**src/rtl/regfile_pkg.sv**
```systemverilog
// regfile_pkg: shared widths and payload types for the register-file
// write-back path.
//   REG_ADDR_W : register address width
//   DATA_W     : register data width
//   wb_entry_t : one queued register write {rd, data}
//   wb_src_t   : write-back source channel, used for the arbiter priority flag
package regfile_pkg;

  localparam int unsigned REG_ADDR_W = 5;
  localparam int unsigned DATA_W     = 32;

  typedef struct packed {
    logic [REG_ADDR_W-1:0] rd;
    logic [DATA_W-1:0]     data;
  } wb_entry_t;

  typedef enum logic {
    SRC_LD  = 1'b0,
    SRC_ALU = 1'b1
  } wb_src_t;

endpackage

```
**src/rtl/wb_fifo.sv**
```systemverilog
// wb_fifo: circular buffer of wb_entry_t with wrapping head/tail pointers.
// Every slot and a per-slot valid mask are exposed so the parent can search
// the queued writes for register matches.
// Ports:
//   clk, reset      : clock, asynchronous active-high reset
//   push_i          : write push_entry_i at the tail (caller guarantees room)
//   push_entry_i    : entry to enqueue
//   pop_i           : drop the head entry (caller guarantees non-empty)
//   count_o         : number of valid entries (0..DEPTH)
//   head_o          : slot index of the oldest entry
//   entries_o       : raw storage, indexed by slot
//   valid_o         : per-slot valid mask
module wb_fifo
  import regfile_pkg::*;
#(
  parameter int unsigned  DEPTH = 4,
  localparam int unsigned PTR_W = $clog2(DEPTH),
  localparam int unsigned CNT_W = PTR_W + 1
) (
  input  logic             clk,
  input  logic             reset,
  input  logic             push_i,
  input  wb_entry_t        push_entry_i,
  input  logic             pop_i,
  output logic [CNT_W-1:0] count_o,
  output logic [PTR_W-1:0] head_o,
  output wb_entry_t        entries_o [DEPTH],
  output logic [DEPTH-1:0] valid_o
);

  wb_entry_t        mem_q [DEPTH];
  logic [PTR_W-1:0] head_q, head_d;
  logic [PTR_W-1:0] tail_q, tail_d;
  logic [CNT_W-1:0] count_q, count_d;
  logic [PTR_W-1:0] off;

  // Pointer and occupancy update; DEPTH is a power of two so pointers wrap naturally.
  always_comb begin
    head_d  = head_q;
    tail_d  = tail_q;
    count_d = count_q;
    if (push_i) tail_d = tail_q + PTR_W'(1);
    if (pop_i)  head_d = head_q + PTR_W'(1);
    if (push_i && !pop_i)      count_d = count_q + CNT_W'(1);
    else if (!push_i && pop_i) count_d = count_q - CNT_W'(1);
  end

  always_ff @(posedge clk or posedge reset) begin
    if (reset) begin
      head_q  <= '0;
      tail_q  <= '0;
      count_q <= '0;
      for (int unsigned i = 0; i < DEPTH; i++) mem_q[i] <= '0;
    end else begin
      head_q  <= head_d;
      tail_q  <= tail_d;
      count_q <= count_d;
      if (push_i) mem_q[tail_q] <= push_entry_i;
    end
  end

  // A slot is valid when its distance from the head is below the occupancy.
  always_comb begin
    off     = '0;
    valid_o = '0;
    for (int unsigned i = 0; i < DEPTH; i++) begin
      off        = PTR_W'(i) - head_q;
      valid_o[i] = {1'b0, off} < count_q;
    end
  end

  assign count_o   = count_q;
  assign head_o    = head_q;
  assign entries_o = mem_q;

endmodule

```
**src/rtl/regfile_wb_queue.sv**
```systemverilog
// regfile_wb_queue: write-back queue and arbiter driving the single register
// file write port. ALU and load results enter through valid/ready handshakes,
// are buffered in wb_fifo and retire one write per cycle in enqueue order.
// Optional feature macro: REGFILE_WB_BYPASS_EN -- when defined, reads are
// forwarded from the newest queued write and busy1/busy2 are tied low;
// otherwise reads pass through and busy flags report pending writes.
// Ports:
//   clk, reset                      : clock, asynchronous active-high reset
//   alu_valid/alu_ready/alu_rd/alu_data : ALU result channel
//   ld_valid/ld_ready/ld_rd/ld_data     : load result channel
//   wb_hold                         : suppress retirement this cycle
//   reg_wr, wr_reg, wr_data         : register file write port
//   rd_reg1/2, rf_data1/2           : decode read addresses and raw RF data
//   rd_data1/2                      : read data after optional forwarding
//   busy1/2                         : queued write pending to rd_reg1/2
//   wb_empty                        : queue empty
module regfile_wb_queue
  import regfile_pkg::*;
#(
  parameter int unsigned DEPTH = 4
) (
  input  logic                  clk,
  input  logic                  reset,
  input  logic                  alu_valid,
  output logic                  alu_ready,
  input  logic [REG_ADDR_W-1:0] alu_rd,
  input  logic [DATA_W-1:0]     alu_data,
  input  logic                  ld_valid,
  output logic                  ld_ready,
  input  logic [REG_ADDR_W-1:0] ld_rd,
  input  logic [DATA_W-1:0]     ld_data,
  input  logic                  wb_hold,
  output logic                  reg_wr,
  output logic [REG_ADDR_W-1:0] wr_reg,
  output logic [DATA_W-1:0]     wr_data,
  input  logic [REG_ADDR_W-1:0] rd_reg1,
  input  logic [REG_ADDR_W-1:0] rd_reg2,
  input  logic [DATA_W-1:0]     rf_data1,
  input  logic [DATA_W-1:0]     rf_data2,
  output logic [DATA_W-1:0]     rd_data1,
  output logic [DATA_W-1:0]     rd_data2,
  output logic                  busy1,
  output logic                  busy2,
  output logic                  wb_empty
);

  localparam int unsigned PTR_W = $clog2(DEPTH);
  localparam int unsigned CNT_W = PTR_W + 1;

  wb_src_t          pri_q, pri_d;
  logic [CNT_W-1:0] count;
  logic [PTR_W-1:0] head;
  wb_entry_t        entries [DEPTH];
  logic [DEPTH-1:0] valid;
  logic             room, grant_alu, grant_ld, fire_alu, fire_ld, push;
  wb_entry_t        push_entry, head_entry;
  logic [PTR_W-1:0] idx;
  logic             hit1, hit2;
`ifdef REGFILE_WB_BYPASS_EN
  logic [DATA_W-1:0] fwd1, fwd2;
`endif

  // Ready never looks at the same-cycle pop, so a full queue stalls for one cycle even while retiring.
  assign room      = count < CNT_W'(DEPTH);
  assign grant_alu = alu_valid && (!ld_valid || pri_q == SRC_ALU);
  assign grant_ld  = ld_valid && (!alu_valid || pri_q == SRC_LD);
  assign alu_ready = room && !grant_ld;
  assign ld_ready  = room && !grant_alu;
  assign fire_alu  = grant_alu && room;
  assign fire_ld   = grant_ld && room;

  // Writes to r0 complete the handshake but are never queued.
  always_comb begin
    push_entry = '{rd: alu_rd, data: alu_data};
    push       = fire_alu && (alu_rd != '0);
    if (fire_ld) begin
      push_entry = '{rd: ld_rd, data: ld_data};
      push       = ld_rd != '0;
    end
  end

  // Priority flips only after a contended handshake actually completes.
  always_comb begin
    pri_d = pri_q;
    if (alu_valid && ld_valid && room) pri_d = (pri_q == SRC_LD) ? SRC_ALU : SRC_LD;
  end

  always_ff @(posedge clk or posedge reset) begin
    if (reset) pri_q <= SRC_LD;
    else       pri_q <= pri_d;
  end

  wb_fifo #(.DEPTH(DEPTH)) u_fifo (
    .clk          (clk),
    .reset        (reset),
    .push_i       (push),
    .push_entry_i (push_entry),
    .pop_i        (reg_wr),
    .count_o      (count),
    .head_o       (head),
    .entries_o    (entries),
    .valid_o      (valid)
  );

  // Retire port: head entry drives the write, zeroed when nothing is queued.
  assign head_entry = entries[head];
  assign wb_empty   = count == '0;
  assign reg_wr     = !wb_empty && !wb_hold;
  assign wr_reg     = wb_empty ? '0 : head_entry.rd;
  assign wr_data    = wb_empty ? '0 : head_entry.data;

  // Walk oldest to newest so the last match seen is the newest queued write.
  always_comb begin
    hit1 = 1'b0;
    hit2 = 1'b0;
    idx  = '0;
`ifdef REGFILE_WB_BYPASS_EN
    fwd1 = '0;
    fwd2 = '0;
`endif
    for (int unsigned k = 0; k < DEPTH; k++) begin
      idx = head + PTR_W'(k);
      if (valid[idx] && rd_reg1 != '0 && entries[idx].rd == rd_reg1) begin
        hit1 = 1'b1;
`ifdef REGFILE_WB_BYPASS_EN
        fwd1 = entries[idx].data;
`endif
      end
      if (valid[idx] && rd_reg2 != '0 && entries[idx].rd == rd_reg2) begin
        hit2 = 1'b1;
`ifdef REGFILE_WB_BYPASS_EN
        fwd2 = entries[idx].data;
`endif
      end
    end
  end

`ifdef REGFILE_WB_BYPASS_EN
  assign rd_data1 = hit1 ? fwd1 : rf_data1;
  assign rd_data2 = hit2 ? fwd2 : rf_data2;
  assign busy1    = 1'b0;
  assign busy2    = 1'b0;
`else
  assign rd_data1 = rf_data1;
  assign rd_data2 = rf_data2;
  assign busy1    = hit1;
  assign busy2    = hit2;
`endif

endmodule

```
**config.mk**
```make
export PLATFORM = sky130hd
export DESIGN_NAME = regfile_wb_queue
export DESIGN_NICKNAME = d
export VERILOG_FILES = /design/src/rtl/regfile_pkg.sv /design/src/rtl/wb_fifo.sv /design/src/rtl/regfile_wb_queue.sv
export SDC_FILE = /design/constraint.sdc
export NUM_CORES = 1
export LEC_CHECK = 0
export CELL_PAD_IN_SITES_DETAIL_PLACEMENT = 1
export CELL_PAD_IN_SITES_GLOBAL_PLACEMENT = 2
export CORE_MARGIN = 3
export CORE_UTILIZATION = 30
export DETAILED_ROUTE_END_ITERATION = 7
export MAX_ROUTING_LAYER = met4
export PLACE_DENSITY = 0.73
export REMOVE_ABC_BUFFERS = 1
export SETUP_SLACK_MARGIN = 0.4
export SLEW_MARGIN = 20
export SYNTH_ARGS = -nofsm -noshare
export SYNTH_HDL_FRONTEND = slang
export SYNTH_HIERARCHICAL = 1
export SYNTH_SLANG_ARGS = --single-unit
```
**constraint.sdc**
```tcl
create_clock -name clk -period 5 [get_ports clk]
set_input_delay 0.5 -clock clk [delete_from_list [all_inputs] [get_ports clk]]
set_output_delay 0.5 -clock clk [all_outputs]
set_load 0.005 [all_outputs]
```
== Word-level counts from Yosys, hierarchy flattened ==
Index checks and enable logic that the tools add are counted.
Word-level totals
  register bits: 156
  bits of input ports: 153
  output and inout bits: 107
  word-level logic and storage cells: 134
Operators by class
  add/subtract/negate cells: 10
  $lt $le $gt $ge: 15
  equal/unequal tests: 8
  muxes and demuxes: 38
  bitwise operators: 6
  reductions and logical operators: 45
Operators by type and width (count)
  $mux 37: 10
  $bmux 37 s2: 4
  $bwmux 148: 1
  $demux 37 s2: 1
  $eq 5x5->1: 8
  $mux 32: 1
  $logic_and 1x1->1: 29
  $reduce_bool 5->1: 4
  $ge 3x3->1 const B: 5
  $not 2->3: 5
  $mux 1: 14
  $lt 2x3->1: 4
  $lt 2x3->1 const B: 4
  $bmux 1 s2: 4
  $logic_not 1->1: 8
  $mux 3: 2
  $mux 5: 1
  $add 2x1->2 const B: 2
  $add 2x2->2 const B: 2
  $sub 1x2->2 const A: 2
  $sub 2x2->2 const A: 2
  $add 3x1->3 const B: 1
  $logic_not 3->1: 1
  $lt 3x1->1 const B: 1
  other kinds (5): 6

== Longest topological paths before layout ==
Gate-level depths: netlist (run 1).
  depth in word-level cells: 10
  depth in mapped cells: 11
  gate-level depth less buffers: 10

== By module ==
The synthesis (run 1) kept the hierarchy.
By module, submodules not included
  wb_fifo: instances 1, cells each 360, area each 6635.1 sq um, sequential area each 3878.7 sq um
  regfile_wb_queue: instances 1, cells each 352, area each 3313.2 sq um, sequential area each 25.0 sq um

== Worst setup path after synthesis (run 1) ==
Ideal clock, no wire load.
  kind: register to register
  from: reg u_fifo.count_q[2] (netlist: u_fifo/count_o[2])
  to: reg u_fifo.count_q[2] (netlist: u_fifo/count_o[2])
  setup time: 0.079 ns
  arrival time: 2.509 ns
  data required time: 4.921 ns
  path slack: 2.412 ns
  cell stages (with the launch flop): 12
  buffers on the path: 2
  period minus slack after synthesis: 2.588 ns
  path through: dfrtp_1 -> nor3_1 -> clkbuf_1 -> clkbuf_1 -> nor2_1 -> inv_1 -> ha_1 -> inv_1 -> fa_1 -> xor2_1 -> nor2_1 -> xor2_1
Between the ends
  elaborated cells on any way between the ends: 17
  classes of those cells: add/sub: 2; order compare: 1; mux: 3; reduce/logical: 11
RTL lines
  start: declaration: RTL line wb_fifo.sv:34  | logic [CNT_W-1:0] count_q, count_d;
  start signal: assignment: RTL line wb_fifo.sv:57  | count_q <= count_d;
  $logic_not 3->1 *: RTL line regfile_wb_queue.sv:107  | assign wb_empty = count == '0;
  net wb_empty: RTL line regfile_wb_queue.sv:44  | output logic wb_empty
  $logic_not 1->1 *: RTL line regfile_wb_queue.sv:108  | assign reg_wr = !wb_empty && !wb_hold;
  $logic_and 1x1->1 *: RTL line regfile_wb_queue.sv:108
  net reg_wr: RTL line regfile_wb_queue.sv:33  | output logic reg_wr,
  $logic_not 1->1: RTL line wb_fifo.sv:44  | if (push_i && !pop_i) count_d = count_q + CNT_W'(1);
  $logic_and 1x1->1: RTL line wb_fifo.sv:44
  $mux 3 or $reduce_bool 2->1 (tied branches)
Mark *: on every way through the listed nets, which the timed path passes. The rest lies on a longest branch. The select of a mux whose other input is x is not followed.
A chain may end at the register's enable or synchronous reset.

== Final worst setup path (run 1) ==
  from: reg u_fifo.head_q[1] (netlist: u_fifo/head_o[1])
  to: out busy2
Between the ends
  cells in the longest elaborated chain, start to end: 10
  elaborated cells on any way between the ends: 51
  classes of those cells: add/sub: 7; order compare: 4; eq/ne: 4; mux: 24; bitwise: 4; reduce/logical: 8
RTL lines
  start: declaration: RTL line wb_fifo.sv:32  | logic [PTR_W-1:0] head_q, head_d;
  start signal: assignment: RTL line wb_fifo.sv:50  | head_q <= '0;
  start signal: assignment: RTL line wb_fifo.sv:55  | head_q <= head_d;
  $sub 2x2->2 *: RTL line wb_fifo.sv:67  | off = PTR_W'(i) - head_q;
  $lt 2x3->1 *: RTL line wb_fifo.sv:68  | valid_o[i] = {1'b0, off} < count_q;
  net valid[2]: RTL line regfile_wb_queue.sv:54  | logic [DEPTH-1:0] valid;
  $bmux 1 s2: RTL line regfile_wb_queue.sv:129  | if (valid[idx] && rd_reg2 != '0 && entries[idx].rd == rd_reg2) begin
  $mux 1 (not written as such): RTL line regfile_wb_queue.sv:129
  $logic_and 1x1->1 (2 in series): RTL line regfile_wb_queue.sv:129
  $mux 1 (3 in series): RTL line regfile_wb_queue.sv:129
  $mux 1 *: RTL line regfile_wb_queue.sv:129
  end: declaration: RTL line regfile_wb_queue.sv:43  | output logic busy2,
Marked as above.

==> results of run 1 <==
## layer usage
| layer | wire length (um) | track usage |
|---|---|---|
| met1 | 12600 | 0.206 |
| met2 | 12100 | 0.235 |
| met3 | 2760 | 0.0817 |
| met4 | 178 | 0.0283 |
| met5 | 0 | - |
## stage by stage
stage / instances / setup WS, ps
final: 1214 / 845
after global routing: 1214 / 598
after CTS: 1214 / 797
after detailed placement: 1182 / 1270
after global placement: 1182 / 1280
after floorplan: 602 / 322
## registers in the layout, indices dropped and copies added, names as in the netlist
signal	count
u_fifo/head_o	2
u_fifo/count_o	3
pri_q	1
u_fifo/entries_o	148
u_fifo/tail_q	2
## cell usage after synthesis, types with 2 or more instances
master                     number  area [um2]
sky130_fd_sc_hd__or4_1          5        37.5
sky130_fd_sc_hd__a21boi_0       2        15.0
sky130_fd_sc_hd__xnor2_1       28         245
sky130_fd_sc_hd__nor3_1         4        20.0
sky130_fd_sc_hd__mux2_2        81         912
sky130_fd_sc_hd__xor2_1        21         184
sky130_fd_sc_hd__nor4_1         4        25.0
sky130_fd_sc_hd__buf_2         12        60.1
sky130_fd_sc_hd__clkbuf_1      17        63.8
sky130_fd_sc_hd__inv_1         10        37.5
sky130_fd_sc_hd__a21oi_1        7        35.0
sky130_fd_sc_hd__nand2_1        9        33.8
sky130_fd_sc_hd__mux2_4       120        1800
sky130_fd_sc_hd__nor2_1        13        48.8
sky130_fd_sc_hd__buf_4         66         495
sky130_fd_sc_hd__ha_1           9         113
sky130_fd_sc_hd__mux2i_4        3        67.6
sky130_fd_sc_hd__a31oi_1        2        12.5
sky130_fd_sc_hd__dfrtp_1      156        3900
sky130_fd_sc_hd__or2_2          3        18.8
sky130_fd_sc_hd__nor2b_1       34         213
sky130_fd_sc_hd__nand4_1        8        50.1
sky130_fd_sc_hd__buf_12        13         260
sky130_fd_sc_hd__mux2i_1       23         230
sky130_fd_sc_hd__mux4_2        36         811
sky130_fd_sc_hd__nand2_8        4        80.1
sky130_fd_sc_hd__o21ai_0        5        25.0
sky130_fd_sc_hd__nand3_1        4        20.0
sky130_fd_sc_hd__buf_6          2        22.5
## cell type report
type	count	area [um2]	share of cell area
Clock inverter	15	175	0.0151
Sequential cell	156	3910	0.337
Timing Repair Buffer	138	1360	0.118
Multi-Input combinational cell	436	5120	0.442
Tap cell	442	553	0.0477
Inverter	10	42.5	0.00367
Clock buffer	17	425	0.0367
## how the worst max path moves through the flow
stage | startpoint | end | slack [ps] | cells after the start
final | u_fifo/head_o[1] | busy2 | 850 | 10
after global routing | u_fifo/head_o[1] | busy2 | 600 | 10
after CTS | u_fifo/head_o[1] | busy2 | 800 | 10
after detailed placement | u_fifo/head_o[1] | busy2 | 1270 | 10
after global placement | u_fifo/head_o[1] | busy2 | 1280 | 10
after floorplan | reset | u_fifo/count_o[0] | 320 | 1
## power breakdown
group          internal [mW]  leakage (nW)  switching, mW
clock network          0.756         0.291          0.580
logic                   2.86          2.89           1.77
registers               1.92          1.86          0.550
## worst max-delay path, stage by stage (launching register included)
cell,delay [ps]
sky130_fd_sc_hd__dfrtp_4,890
sky130_fd_sc_hd__xor2_1,240
sky130_fd_sc_hd__inv_1,60
sky130_fd_sc_hd__ha_1,270
sky130_fd_sc_hd__a21oi_1,110
sky130_fd_sc_hd__or2_2,140
sky130_fd_sc_hd__mux4_2,270
sky130_fd_sc_hd__nand4_1,90
sky130_fd_sc_hd__or4_1,520
sky130_fd_sc_hd__nand4_1,110
sky130_fd_sc_hd__clkdlybuf4s50_1,510
## logic make-up after synthesis
group,Yosys count,share of synthesized area
muxes,263,0.384
DFF,156,0.392
buffers and inverters,120,0.0945
and+or+nand+nor,90,0.0563
xor gates and xnor gates,49,0.0431
AOI/OAI and AO/OA,24,0.0161
adders and majority gates,10,0.0133
==> reports/qor.csv, run 1 <==
stage;metric;value;unit
outcome;outcome;completed;
synth;syn-mean-instance-area;14.0;um2
timing;post-route-period-util;0.831;
timing;finClkSkew;11.9;ps
layout;fillCellCount;3374;
routing;drc;0;
place;place_hpwl;19.4;mm
layout;most-common-layout-cells;sky130_fd_sc_hd__dfrtp_1, sky130_fd_sc_hd__clkdlybuf4s50_1, sky130_fd_sc_hd__mux2_4, sky130_fd_sc_hd__mux2_2, sky130_fd_sc_hd__mux4_2;
timing;timing_max_transition_violations_final;0;
die;num_rows;66;
grt;gr-total-overflow;0;
clocking;cts_resized;0;
clocking;post-cts-setup-buffer-count;0;
synth;ys_async_sr_fraction;1.00;
critical_path;worstPathArrival;3650;ps
timing;grt_setup_unrepaired;no;
routing;route.antenna.remaining_nets;0;
routing;drt_pre_antenna_iters;4;
worst_hold_path;hold_path.class;in2async;
grt;grt.total_usage;0.162;
timing;setup_viol;0;
clocking;clkLatencyLatePin;430;ps
die;io-pin-count;260;
die;core;0.0326;mm2
critical_path;worst_path_fanout_max;45;
synth;synth_cell_types;40;
layout;syn_to_final_growth;16.5;%
grt;grt_pass1_vias;6393;
grt;grt_pass1_wl;41.8;mm
synth;seq_area_frac_synth;0.392;
place;gpl.final_weighted_congestion;0.818;
clocking;cts_tree;done;
place;port_buffers;131;
synth;synth_enable_flop_cells;0;
routing;viasPerCell;4.75;
layout;final_core_util;0.355;
clocking;clock_sink_count;156;
grt;pin_count_of_the_biggest_net_entering_global_routing;97;
layout;mostFrequentLayoutCell;sky130_fd_sc_hd__dfrtp_1;
critical_path;crit_path_start_kind;register;
routing;wl_per_cell;22.8;um
clocking;cts_root_buf;sky130_fd_sc_hd__clkbuf_16;
routing;via_count;5764;
timing;worst_slew_margin_rel;0.258;
die;chipHeight;188;um
routing;routed_wirelength;27.7;mm
grt;antenna_found_initial;0;
layout;finalNetCount;922;
clocking;cts_max_path_buffers;2;
critical_path;timing.critical_path.required;4500;ps
critical_path;setup.worst_path.end_class;output port;
run;max-cap-violations;0;
timing;fin_hold_ws;325;ps
clocking;cts-htree-levels;4;
critical_path;r2r_setup_slack;1970;ps
critical_path;r2r-start;pri_q;
synth;synth_area;0.00995;mm2
power;post_layout_total_power;8.44;mW
synth;ys.flop_type;sky130_fd_sc_hd__dfrtp_1;
power;ir_worst_vdd;273;uV
synth;ys_ff_latch;156;
layout;finish.instance_area;0.0116;mm2
routing;detail_route.iter0.violations;253;
timing;tightest_slew;1110;ps
synth;synth_warnings;6;
die;initial_utilization;0.305;
power;leakage;5.04;nW
timing;summed_negative_setup_slack_over_all_endpoints;0;ps
clocking;cts_made_buffers;17;
timing;period_needed;4150;ps
timing;total_count_of_hold_check_failures_in_the_final_report;0;
power;powerDensity;728;mW/mm2
die;die_area;0.0354;mm2
critical_path;criticalPathCategory;reg2out;
timing;max_freq;241;MHz
clocking;clk_pin_slew;70;ps
layout;antennaDiodeCount;0;
clocking;post_cts_hold_buffers;0;
critical_path;r2r.worst_path.cells;9;
die;die_w;188;um
place;detailed_place.area;0.0110;mm2
synth;postSynthCellCount;712;
critical_path;worst_r2r_endpoint;u_fifo/count_o[2];
layout;drive_gt1_frac;0.380;
(Power assumes the default switching activity.)
==> run 2: changes to the inputs <==
CORE_UTILIZATION = 33   (was 30)
PLACE_DENSITY = 0.77   (was 0.73)
clock period = 4.2 ns   (was 5 ns; I/O delays follow)
==> run 2 against run 1 <==
Combinational power up 27%. Critical path depth unchanged. Sequential share of layout area down 0.54 points. Cell area up 1.6%. Via count up 1.9%. Core utilization up 4.9 points. Setup slack worse by 270 ps. Non-clock buffer count up 15. Die area down 8.8%. Clock power up 16%. Total power up 22%. Clock skew down 1.2 ps. Largest cell class unchanged.
==> reports/qor.csv, run 2 (same netlist as run 1, synthesis figures left out) <==
stage;metric;value;unit;change
layout;drive_gt1_frac;0.390;;+0.0106
clocking;cts-htree-levels;4;;unchanged
critical_path;timing.critical_path.required;3780;ps;-720 ps
die;io-pin-count;260;;unchanged
timing;worst_slew_margin_rel;0.657;;+0.400
layout;finalNetCount;937;;+1.6%
critical_path;critical_path_buf_inv_count;2;;unchanged
routing;route.antenna.remaining_nets;0;;unchanged
routing;wl_per_cell;24.0;um;+5.0%
critical_path;path_common_cell;sky130_fd_sc_hd__nand4_1;;
grt;grt_pass1_wl;42.6;mm;+1.7%
timing;timing_max_transition_violations_final;0;;unchanged
critical_path;worstPathArrival;3210;ps;-440 ps
layout;most-common-layout-cells;sky130_fd_sc_hd__dfrtp_1, sky130_fd_sc_hd__clkdlybuf4s50_1, sky130_fd_sc_hd__mux2_4, sky130_fd_sc_hd__mux2_2, sky130_fd_sc_hd__mux4_2;;
clocking;clkLatencyLatePin;420;ps;about the same
place;placed_cells;1131;;-4.3%
grt;use_met3;0.0952;;+0.0135
timing;finClkSkew;10.7;ps;-1.17 ps
timing;summed_negative_setup_slack_over_all_endpoints;0;ps;unchanged
critical_path;crit_path_start_kind;register;;
critical_path;worst_path_fanout_max;4;;-91%
critical_path;r2r_setup_slack;1360;ps;-610 ps
die;die_w;180;um;-4.5%
timing;total_count_of_hold_check_failures_in_the_final_report;0;;unchanged
die;initial_utilization;0.341;;+0.0361
die;chipHeight;180;um;-4.5%
critical_path;setup.worst_path.end_class;output port;;
power;leakage;5.17;nW;+2.6%
timing;setup_viol;0;;unchanged
timing;period_needed;3630;ps;
grt;grt_use_met1;0.227;;+0.0216
grt;gr-usage-met2;0.249;;+0.0148
layout;largest_register_ffs;148;;unchanged
critical_path;largest_stage_delay_on_the_critical_path;520;ps;-370 ps
layout;antennaDiodeCount;0;;unchanged
grt;grt.total_usage;0.177;;+0.0149
grt;grt_pass1_vias;6534;;+2.2%
grt;pin_count_of_the_biggest_net_entering_global_routing;109;;+12%
clocking;clk_pin_slew;70;ps;about the same
routing;viasPerCell;5.02;;+5.6%
clocking;clock_sink_count;156;;unchanged
timing;grt_setup_unrepaired;no;;
clocking;cts_made_buffers;17;;unchanged
layout;multi_input_comb_area;0.00513;mm2;+0.15%
critical_path;critical_path.cell_chain;xor2_2, inv_1, ha_1, a21oi_1, or2_2, mux4_2, nand4_1, or4_1, nand4_1, clkdlybuf4s50_1;;
layout;finish.cell_count_without_fillers;1171;;-3.5%
place;gpl.final_weighted_congestion;0.837;;+2.3%
timing;tightest_slew;499;ps;-614 ps
power;ir_worst_vdd;359;uV;+32%
clocking;cts_max_path_buffers;2;;unchanged
power;powerDensity;871;mW/mm2;+20%
layout;fillCellCount;3025;;-10%
die;num_rows;62;;-6.1%
die;die_area;0.0323;mm2;-8.8%
critical_path;r2r.worst_path.cells;10;;+1
layout;ff_latch_area;0.00391;mm2;unchanged
grt;antenna_found_initial;0;;unchanged
routing;routed_wirelength;28.1;mm;+1.3%
routing;detail_route.iter0.violations;266;;+5.1%
critical_path;worst_path_cell_with_the_longest_stage_delay;sky130_fd_sc_hd__dfrtp_4;;
layout;mostFrequentLayoutCell;sky130_fd_sc_hd__dfrtp_1;;
run;max-cap-violations;0;;unchanged
routing;via_count;5873;;+1.9%
grt;grt_peak_use_layer;met2;;
layout;syn_to_final_growth;18.4;%;
clocking;cts_root_buf;sky130_fd_sc_hd__clkbuf_16;;
worst_hold_path;hold_path.class;in2async;;
routing;drc;0;;unchanged
critical_path;critical-path-top-delay-family;simple AND/OR/NAND/NOR gates;;
critical_path;criticalPathCategory;reg2out;;
routing;drt_pre_antenna_iters;4;;unchanged
critical_path;worst_r2r_endpoint;u_fifo/count_o[2];;
critical_path;r2r-start;u_fifo/count_o[2];;
timing;post-route-period-util;0.864;;
place;place_hpwl;19.5;mm;+0.91%
outcome;outcome;completed;;
timing;max_freq;276;MHz;
grt;gr-total-overflow;0;;unchanged
clocking;cts_tree;done;;
die;core;0.0292;mm2;-11%
place;port_buffers;131;;unchanged
run 2: changes by cell type in the layout (fill, tap and decap cells not counted), moves of 2 or more:
cell                       change
sky130_fd_sc_hd__inv_8         -3
sky130_fd_sc_hd__clkbuf_1      +2
sky130_fd_sc_hd__buf_4         +5
sky130_fd_sc_hd__clkbuf_8      +3
sky130_fd_sc_hd__inv_6         -3
sky130_fd_sc_hd__buf_12        +6
sky130_fd_sc_hd__clkinv_4      +3
sky130_fd_sc_hd__buf_16        +2
run 2: repair_timing:
item / in CTS / in global routing
resized for setup: 0 / 2
setup buffers: 1 / 5
endpoints found under the hold margin: 0 / 0
hold buffers: 0 / 0
cloned: 0 / 1
setup endpoints to repair: 2 / 2
run 2: stage by stage:
stage / setup slack (ps) / instance area [um2] / utilization / power (mW) / hold WS (ps)
2_1_floorplan: -398 / 9050 / - / 6.65 / 149
3_3_place_gp: 737 / 11000 / 0.379 / 8.53 / 482
3_5_place_dp: 723 / 11000 / 0.379 / 8.62 / 490
4_1_cts: 410 / 11700 / 0.400 / 10.3 / 246
5_1_grt: 362 / 11800 / 0.404 / 11.0 / 245
6_report: 573 / 11800 / 0.404 / 10.3 / 262
run 2: worst max-delay path by stage:
stage                                start                end  depth (start not counted)
after floorplan                      reset  u_fifo/count_o[0]                          1
after global placement    u_fifo/head_o[1]              busy2                         10
after detailed placement  u_fifo/head_o[1]              busy2                         10
after CTS                 u_fifo/head_o[1]              busy2                         10
after global routing      u_fifo/head_o[0]              busy2                         10
final                     u_fifo/head_o[0]              busy2                         10
run 2: routing by layer:
layer  wire (um)  vias to the layer above
met5           0                        -
met4         228                        0
met3        2940                       18
met2       12300                      215
met1       12600                     3040
li1            -                     2600
run 2: worst register-to-register path, stage by stage (launching register included):
cell and delay [ps]:
sky130_fd_sc_hd__dfrtp_1 540, sky130_fd_sc_hd__nor3_2 310, sky130_fd_sc_hd__buf_4 450, sky130_fd_sc_hd__nor2_1 220
sky130_fd_sc_hd__inv_1 110, sky130_fd_sc_hd__ha_1 200, sky130_fd_sc_hd__inv_1 70, sky130_fd_sc_hd__fa_1 380
sky130_fd_sc_hd__xor2_1 160, sky130_fd_sc_hd__nor2_1 160, sky130_fd_sc_hd__xor2_1 160
run 2: area by class of cell:
class	count	share of cell area
tap	384	0.0408
timing repair buffer	153	0.137
clock buffer	22	0.0402
clock inverter	10	0.0109
multi-input combinational	436	0.435
inverter	10	0.00361
sequential	156	0.332
run 2: power breakdown:
group / switching, mW / internal (mW) / leakage [nW] / total (mW)
sequential: 0.534 / 2.29 / 1.86 / 2.83
combinational: 2.33 / 3.55 / 3.02 / 5.88
clock: 0.629 / 0.933 / 0.292 / 1.56
total: 3.49 / 6.77 / 5.17 / 10.3
==> run 3: changes to the inputs <==
SLEW_MARGIN = default   (was 20)
==> run 3 against run 2 <==
Highest routed layer unchanged. Register-to-register slack barely moved. Sequential share of layout area grew 0.078 points. Die area stayed put. Cell count about the same. Clock power about the same. Clock-buffer cell count is the same. Critical path type unchanged. Largest cell class unchanged.
==> reports/qor.csv, run 3 (same netlist as run 1, synthesis figures left out) <==
stage;metric;value;unit;change
routing;via_count;5868;;-0.085%
critical_path;setup.worst_path.end_class;output port;;
power;powerDensity;873;mW/mm2;+0.22%
layout;final_core_util;0.403;;-0.000944
timing;period_needed;3630;ps;+4.32 ps
die;chipHeight;180;um;unchanged
place;gpl.final_weighted_congestion;0.837;;unchanged
critical_path;crit_path_start_kind;register;;
place;post-place-ws;723;ps;unchanged
place;detailed_place.area;0.0110;mm2;unchanged
clocking;clkLatencyLatePin;420;ps;about the same
outcome;outcome;completed;;
timing;max_freq;275;MHz;-0.12%
timing;grt_setup_unrepaired;no;;
clocking;cts_max_path_buffers;2;;unchanged
routing;wl_per_cell;24.0;um;about the same
grt;gr-total-overflow;0;;unchanged
layout;syn_to_final_growth;18.2;%;
power;ir_worst_vdd;360;uV;+0.25%
timing;post-route-period-util;0.865;;+0.00103
routing;routed_wirelength;28.0;mm;-0.16%
timing;finClkSkew;10.5;ps;-0.153 ps
critical_path;worst_path_fanout_max;4;;unchanged
run;max-cap-violations;0;;unchanged
clocking;cts-htree-levels;4;;unchanged
power;leakage;5.16;nW;-0.25%
die;io-pin-count;260;;unchanged
routing;drc;0;;unchanged
die;num_rows;62;;unchanged
layout;largest_register_ffs;148;;unchanged
place;place_hpwl;19.5;mm;unchanged
critical_path;r2r_setup_slack;1370;ps;about the same
timing;summed_negative_setup_slack_over_all_endpoints;0;ps;unchanged
routing;detail_route.iter0.violations;279;;+4.9%
routing;viasPerCell;5.02;;about the same
critical_path;r2r.worst_path.cells;10;;unchanged
clocking;clock_sink_count;156;;unchanged
clocking;post_cts_hold_buffers;0;;unchanged
grt;grt.total_usage;0.177;;unchanged
routing;route.antenna.remaining_nets;0;;unchanged
timing;setup_viol;0;;unchanged
critical_path;worstPathArrival;3210;ps;about the same
layout;finish.instance_area;0.0118;mm2;-0.23%
die;core;0.0292;mm2;unchanged
worst_hold_path;hold_path.class;in2async;;
clocking;clk_pin_slew;70;ps;about the same
grt;antenna_found_initial;0;;unchanged
layout;mostFrequentLayoutCell;sky130_fd_sc_hd__dfrtp_1;;
die;die_w;180;um;unchanged
timing;tightest_slew;1010;ps;+507 ps
layout;antennaDiodeCount;0;;unchanged
layout;most-common-layout-cells;sky130_fd_sc_hd__dfrtp_1, sky130_fd_sc_hd__clkdlybuf4s50_1, sky130_fd_sc_hd__mux2_4, sky130_fd_sc_hd__mux2_2, sky130_fd_sc_hd__mux4_2;;
routing;drt_pre_antenna_iters;4;;unchanged
layout;multi_input_comb_area;0.00513;mm2;unchanged
clocking;cts_made_buffers;17;;unchanged
grt;grt_pass1_wl;42.6;mm;unchanged
die;die_area;0.0323;mm2;unchanged
die;initial_utilization;0.341;;unchanged
clocking;cts_root_buf;sky130_fd_sc_hd__clkbuf_16;;
layout;ff_latch_area;0.00391;mm2;unchanged
place;port_buffers;131;;unchanged
timing;total_count_of_hold_check_failures_in_the_final_report;0;;unchanged
grt;pin_count_of_the_biggest_net_entering_global_routing;109;;unchanged
layout;fillCellCount;3027;;+0.066%
critical_path;r2r-start;u_fifo/count_o[2];;
critical_path;worst_r2r_endpoint;u_fifo/count_o[2];;
timing;worst_slew_margin_rel;0.329;;-0.328
clocking;cts_tree;done;;
critical_path;timing.critical_path.required;3780;ps;about the same
timing;finalWorstSetupSlack;569;ps;-4.32 ps
layout;drive_gt1_frac;0.389;;-0.000776
critical_path;criticalPathCategory;reg2out;;
layout;finalNetCount;936;;-0.11%
timing;timing_max_transition_violations_final;0;;unchanged
grt;grt_pass1_vias;6534;;unchanged
-- run 3: changes by cell type in the layout (fill, tap and decap cells not counted) --
cell	delta
sky130_fd_sc_hd__buf_16	-1
-- run 3: timing repair --
action,4_1_cts,5_1_grt
resized for setup,0,2
setup buffers,1,5
hold endpoints to repair,0,0
pin swaps,0,0
endpoints found under the setup margin,2,2
cloned,0,1
-- run 3: through the flow --
step	power, mW	hold slack (ps)	cells
global route	11.0	245	1170
detailed placement	8.62	490	1131
finish	10.3	261	1170
global placement	8.53	482	1131
floorplan	6.65	149	602
CTS	10.3	246	1164
-- run 3: area by class of cell --
cell class / instances / share of cell area
Clock buffer: 22 / 0.0403
Clock inverter: 10 / 0.0110
Inverter: 10 / 0.00362
Multi-Input combinational cell: 436 / 0.436
Sequential cell: 156 / 0.333
Tap cell: 384 / 0.0409
Timing Repair Buffer: 152 / 0.135
-- run 3: worst max-delay path by stage --
stage / slack (ps) / cells past startpoint / endpoint / from
6_report: 570 / 10 / busy2 / u_fifo/head_o[0]
5_1_grt: 360 / 10 / busy2 / u_fifo/head_o[0]
4_1_cts: 410 / 10 / busy2 / u_fifo/head_o[1]
3_5_place_dp: 720 / 10 / busy2 / u_fifo/head_o[1]
3_3_place_gp: 740 / 10 / busy2 / u_fifo/head_o[1]
2_1_floorplan: -400 / 1 / u_fifo/count_o[0] / reset
-- run 3: metal layers --
layer	up-vias	GRT usage	share of wire
li1	2597	-	-
met1	3043	0.227	0.45
met2	210	0.249	0.44
met3	18	0.0952	0.10
met4	0	0.0309	0.0082
met5	-	-	0
-- run 3: critical path, stage by stage (launching register included) --
cell                              delay [ps]
sky130_fd_sc_hd__dfrtp_4                 520
sky130_fd_sc_hd__xor2_2                  210
sky130_fd_sc_hd__inv_1                    70
sky130_fd_sc_hd__ha_1                    280
sky130_fd_sc_hd__a21oi_1                 120
sky130_fd_sc_hd__or2_2                   150
sky130_fd_sc_hd__mux4_2                  260
sky130_fd_sc_hd__nand4_1                  80
sky130_fd_sc_hd__or4_1                   510
sky130_fd_sc_hd__nand4_1                  90
sky130_fd_sc_hd__clkdlybuf4s50_1         510
-- run 3: power by group --
group | switching [mW] | internal [mW]
combinational | 2.33 | 3.55
clock | 0.629 | 0.933
sequential | 0.534 | 2.29
total | 3.49 | 6.77
